<file path="src/rtl/ecc_rd_pipe.sv">
// Read-side ECC stage: two-stage elastic pipeline that corrects single-bit
// errors in each Hamming(7,4) codeword of a RAM word and tracks error status.
module ecc_rd_pipe #(
    parameter int unsigned DATA_W = 32,
    parameter int unsigned ID_W   = 4,
    parameter int unsigned CNT_W  = 16,
    localparam int unsigned NIB    = DATA_W / 4,
    localparam int unsigned CODE_W = NIB * 7
) (
    input  logic              clk,
    input  logic              rst,
    input  logic              parity_type,
    input  logic              in_valid,
    output logic              in_ready,
    input  logic [CODE_W-1:0] in_code,
    input  logic [ID_W-1:0]   in_id,
    output logic              out_valid,
    input  logic              out_ready,
    output logic [DATA_W-1:0] out_data,
    output logic [ID_W-1:0]   out_id,
    output logic [NIB-1:0]    out_err_mask,
    output logic              out_err,
    output logic              err_sticky,
    output logic [CNT_W-1:0]  err_count,
    input  logic              err_clr
);

    localparam logic [CNT_W-1:0] CNT_MAX = '1;

    logic              s1_valid_q, s1_valid_d;
    logic [CODE_W-1:0] s1_code_q;
    logic [ID_W-1:0]   s1_id_q;
    logic              s2_valid_q, s2_valid_d;
    logic [DATA_W-1:0] s2_data_q;
    logic [NIB-1:0]    s2_mask_q;
    logic [ID_W-1:0]   s2_id_q;
    logic [CNT_W-1:0]  cnt_q, cnt_d;
    logic              sticky_q, sticky_d;

    logic              in_fire;
    logic              s2_load;
    logic [DATA_W-1:0] dec_data;
    logic [NIB-1:0]    dec_mask;
    logic [6:0]        cw;
    logic [2:0]        syn;

    // Handshake: stage 2 refills when empty or draining; stage 1 when it empties into stage 2
    assign s2_load  = s1_valid_q && (!s2_valid_q || out_ready);
    assign in_ready = !rst && (!s1_valid_q || s2_load);
    assign in_fire  = in_valid && in_ready;

    // Per-codeword syndrome, single-bit correction and payload extraction
    always_comb begin
        dec_data = '0;
        dec_mask = '0;
        cw       = '0;
        syn      = '0;
        for (int k = 0; k < NIB; k++) begin
            cw     = s1_code_q[7*k +: 7];
            syn[0] = cw[0] ^ cw[2] ^ cw[4] ^ cw[6] ^ parity_type;
            syn[1] = cw[1] ^ cw[2] ^ cw[5] ^ cw[6] ^ parity_type;
            syn[2] = cw[3] ^ cw[4] ^ cw[5] ^ cw[6] ^ parity_type;
            if (syn != 3'd0) begin
                cw[syn - 3'd1] = ~cw[syn - 3'd1];
                dec_mask[k]    = 1'b1;
            end
            dec_data[4*k +: 4] = {cw[6], cw[5], cw[4], cw[2]};
        end
    end

    // Next-state for valid bits and status; clear wins over a same-cycle increment
    always_comb begin
        s1_valid_d = in_fire || (s1_valid_q && !s2_load);
        s2_valid_d = s2_load || (s2_valid_q && !out_ready);
        cnt_d      = cnt_q;
        sticky_d   = sticky_q;
        if (err_clr) begin
            cnt_d    = '0;
            sticky_d = 1'b0;
        end else if (s2_load && (dec_mask != '0)) begin
            sticky_d = 1'b1;
            if (cnt_q != CNT_MAX) begin
                cnt_d = cnt_q + CNT_W'(1);
            end
        end
    end

    // Pipeline and status registers
    always_ff @(posedge clk) begin
        if (rst) begin
            s1_valid_q <= 1'b0;
            s1_code_q  <= '0;
            s1_id_q    <= '0;
            s2_valid_q <= 1'b0;
            s2_data_q  <= '0;
            s2_mask_q  <= '0;
            s2_id_q    <= '0;
            cnt_q      <= '0;
            sticky_q   <= 1'b0;
        end else begin
            s1_valid_q <= s1_valid_d;
            s2_valid_q <= s2_valid_d;
            cnt_q      <= cnt_d;
            sticky_q   <= sticky_d;
            if (in_fire) begin
                s1_code_q <= in_code;
                s1_id_q   <= in_id;
            end
            if (s2_load) begin
                s2_data_q <= dec_data;
                s2_mask_q <= dec_mask;
                s2_id_q   <= s1_id_q;
            end
        end
    end

    assign out_valid    = s2_valid_q;
    assign out_data     = s2_data_q;
    assign out_id       = s2_id_q;
    assign out_err_mask = s2_mask_q;
    assign out_err      = |s2_mask_q;
    assign err_count    = cnt_q;
    assign err_sticky   = sticky_q;

endmodule

</file>
<file path="config.mk">
export PLATFORM = sky130hd
export DESIGN_NAME = ecc_rd_pipe
export DESIGN_NICKNAME = d
export VERILOG_FILES = /design/src/rtl/ecc_rd_pipe.sv
export SDC_FILE = /design/constraint.sdc
export NUM_CORES = 1
export LEC_CHECK = 0
export ABC_AREA = 1
export CAP_MARGIN = 20
export CORE_AREA = 3 3 120 122
export DETAILED_ROUTE_END_ITERATION = 10
export DIE_AREA = 0 0 123 125
export HOLD_SLACK_MARGIN = 0.06
export PLACE_DENSITY = 0.86
export SETUP_SLACK_MARGIN = 0.05
export SYNTH_ARGS = -nofsm -noshare
export SYNTH_HDL_FRONTEND = slang
export SYNTH_SLANG_ARGS = --single-unit
</file>
<file path="constraint.sdc">
create_clock -name clk -period 3.6 [get_ports clk]
set_input_delay 1.08 -clock clk [delete_from_list [all_inputs] [get_ports clk]]
set_output_delay 1.08 -clock clk [all_outputs]
set_load 0.01 [all_outputs]
</file>
==> impl_results.md <==
* Status: finished, final reports clean
* Clk sinks at 123
* CTS H-tree lvls at 4
* Rel. slew slack at 0.495
* # setup viols final at 0
* Port Buf Inserts at 129
* Final antenna-violating net count at 0
* Simple logic cell fraction of the synthesized area at 0.332
* CP startpoint kind: input pin
* Setup crit end: err_count[10]
* Psw at 0.00183 W
* Final hold vios at 0
* Largest family of logic cells by synthesized area: simple AND/OR/NAND/NOR gates
* Crit path launch: parity_type
* Sw frac at 0.342
* Die Ht at 125 um
* Post-synthesis mux area share at 0
* Netlist cell types at 39
* R2R depth at 15
* Die X at 123 um
* Crit Path Category: in2reg
* Clock network power share at 0.339
* Global-route wire length before repair at 33200 um
* Worst-path maximum fanout at 11
* EDFF count, synth at 0
* Max cap viols at 0
* Worst setup EP type: flop
* Antenna diodes at 0
* Gate Count Post-Synth at 1034
* P_int at 0.00352 W
* Slew Viols, Final at 0
* Root buffer cell: clkbuf_16
* Gate power share at 0.369
* CP required at 3.91 ns
* Inserted Clock Buffers at 17
* DRC at 0
* Drt first pass iters at 5
* Max Buffers Root-to-Sink at 2
* Post-synthesis compound-gate area fraction at 0.137
* GRT overflow at 0
* Final period utilization at 0.942
* Share of cells above drive strength 1 at 0.153
* Design Power at 0.00535 W
* Area of the core at 13300 um^2
* Reg2reg start: s1_code_q[34]
* RSZ-0062 raised after global routing: yes
* Reg power frac at 0.292
* CP Data Arrival Time at 3.70 ns
* Final min period at 3.39 ns
* Final Skew at 0.00888 ns
* Setup WS pre-CTS at -0.308 ns
* PwrDens at 547 nW/um^2
* P&R area growth vs syn at 34.8%
* Largest net degree at the start of global routing at 65
* Synth Flop Type: dfxtp_1
* Worst slew pin tran at 0.758 ns
* Hold Path Class: reg2reg
* Worst R2R Setup Slack at 0.97 ns
* CTS tree: yes
* Vias in the first global route at 7138
* Vias per cell at 5.35
* Hold-fix buffers at CTS at 0
* DPL Wire Length at 14200 um
* Post-synthesis xor/xnor area fraction at 0.0817
* Final WL at 20300 um
* Net Count, Synth at 1117
* Ports at 130
* Core Rows at 42
* Yosys warns at 0
* R2r endpoint: err_count[10]
* Commonest non-fill, non-tap cells in the layout: nand2_1, clkdlybuf4s50_1, dfxtp_1
* Clk_lat worst skew at 0.42 ns
* Clk pin slew, worst setup/hold paths at 0.05 ns
* Post-Synth Adder-Cell Area at 0.0293
* DRT iter0 DRCs at 639
* Most common cell after layout, fill and taps aside: nand2_1
* Fraction of registers with async set/reset at 0
* Vias at 7489
* Leakage Power at 4.02 nW
* Hold slack at 0.467 ns
* Max Clk Rate at 0.295 GHz
* Initial antenna violation count at 0
* Max VDD drop at 0.000366 V
* Final worst slack at 0.210 ns
* GRT Overall Usage at 0.264
* Die area at 15400 um^2
* Flops & latches, synth at 123
* Routed WL per cell at 14.5 um
* RePlAce Congestion at 0.955
* NumNets Final at 1295
* Mapped Area at 7260 um^2
* Initial core utilization at 0.546
* Seq/Total Area, Yosys at 0.339
* Syn_area_per_cell at 7.02 um^2
* Fin util at 0.735
routing by layer:
layer  routed length, um  track usage  part of all wire
met1                8520        0.327              0.42
met2                9890        0.453              0.49
met3                1480       0.0614             0.073
met4                 419       0.0814             0.021
met5                   0            0                 0
flip-flops by register name, summed over array words and instances, names as in the netlist:
register / cells
s1_code_q: 56
err_sticky: 1
out_id: 4
s1_valid_q: 1
out_err_mask: 8
out_data: 32
err_count: 16
s1_id_q: 4
out_valid: 1
final cells by class:
type / count / area, um^2
inverter: 100 / 383
multi-input combinational: 771 / 4260
sequential: 123 / 2460
clock buffer: 24 / 482
fill: 1025 / 3520
tap: 176 / 220
timing repair buffer: 199 / 1840
clock inverter: 7 / 138
power by group through the flow:
stage,Sequential [W],Combinational [W],Clock (W)
CTS,0.00156,0.00195,0.00182
global placement,0.00158,0.00187,0
global route,0.00157,0.00219,0.00189
detailed placement,0.00158,0.00192,0
finish,0.00156,0.00197,0.00181
floorplan,0.00157,0.00128,0
critical path: stages:
cell,delay (ns)
clkdlybuf4s50_1,0.50
buf_12,0.15
inv_6,0.07
buf_4,0.15
xor2_2,0.17
xor2_1,0.16
ha_2,0.19
ha_1,0.21
inv_1,0.13
nor4_2,0.06
a21oi_1,0.12
buf_4,0.17
nand2_8,0.07
nor2_1,0.14
nand2_1,0.11
o21ai_1,0.15
a21oi_1,0.06
synth_stat cells (2+ instances only):
| cell type | number | area (um^2) |
|---|---|---|
| nand2_1 | 283 | 1060 |
| dfxtp_1 | 123 | 2460 |
| nand3_1 | 104 | 521 |
| inv_1 | 82 | 308 |
| a21oi_1 | 65 | 325 |
| nor2_1 | 55 | 206 |
| o21ai_0 | 54 | 270 |
| xor2_1 | 37 | 324 |
| o31ai_1 | 27 | 203 |
| xnor2_1 | 27 | 236 |
| nand2_2 | 21 | 131 |
| clkbuf_1 | 19 | 71.3 |
| buf_2 | 17 | 85.1 |
| ha_1 | 17 | 213 |
| inv_2 | 15 | 56.3 |
| nor3_1 | 12 | 60.1 |
| o21a_1 | 12 | 90.1 |
| nand2_4 | 10 | 113 |
| a21oi_2 | 8 | 70.1 |
| nor3_2 | 7 | 70.1 |
| nand3_2 | 6 | 60.1 |
| nor2_2 | 4 | 25.0 |
| nor4_1 | 4 | 25.0 |
| o21ai_1 | 4 | 20.0 |
| nand3_4 | 3 | 52.6 |
| nand4_1 | 3 | 18.8 |
| buf_6 | 2 | 22.5 |
| xnor2_2 | 2 | 32.5 |
worst min-delay path by stage:
stage,from,slack [ns],end,cells past startpoint
floorplan,s1_valid_q,0.45,out_valid,2
CTS,out_data[14],0.47,out_data[14],2
global placement,out_data[12],0.45,out_data[12],2
detailed placement,out_data[28],0.46,out_data[28],2
global route,out_data[10],0.50,out_data[10],2
finish,out_data[29],0.47,out_data[29],2
through the flow:
step / std cells / TNS [ns] / area [um^2]
finish: 1400 / 0 / 9780
floorplan: 1034 / 0 / 7260
CTS: 1399 / 0 / 9730
global route: 1400 / -0.0220 / 9780
detailed placement: 1368 / -3.52 / 9110
global placement: 1368 / -1.15 / 9110
what timing repair did:
item                       in CTS  in global routing
gates cloned                    0                  0
pin swaps                       0                  3
resized for setup               1                  7
setup endpoints to repair       1                 16
buffers inserted                0                  1
cell families (layout without fill, tap and decap cells):
| family | Yosys count | count (layout) |
|---|---|---|
| simple gates | 517 | 517 |
| compound gates | 171 | 171 |
| buf+inv | 140 | 330 |
| flops | 123 | 123 |
| xor+xnor | 66 | 66 |
| fa+ha+maj | 17 | 17 |
Power figures use the tool's default switching activity.
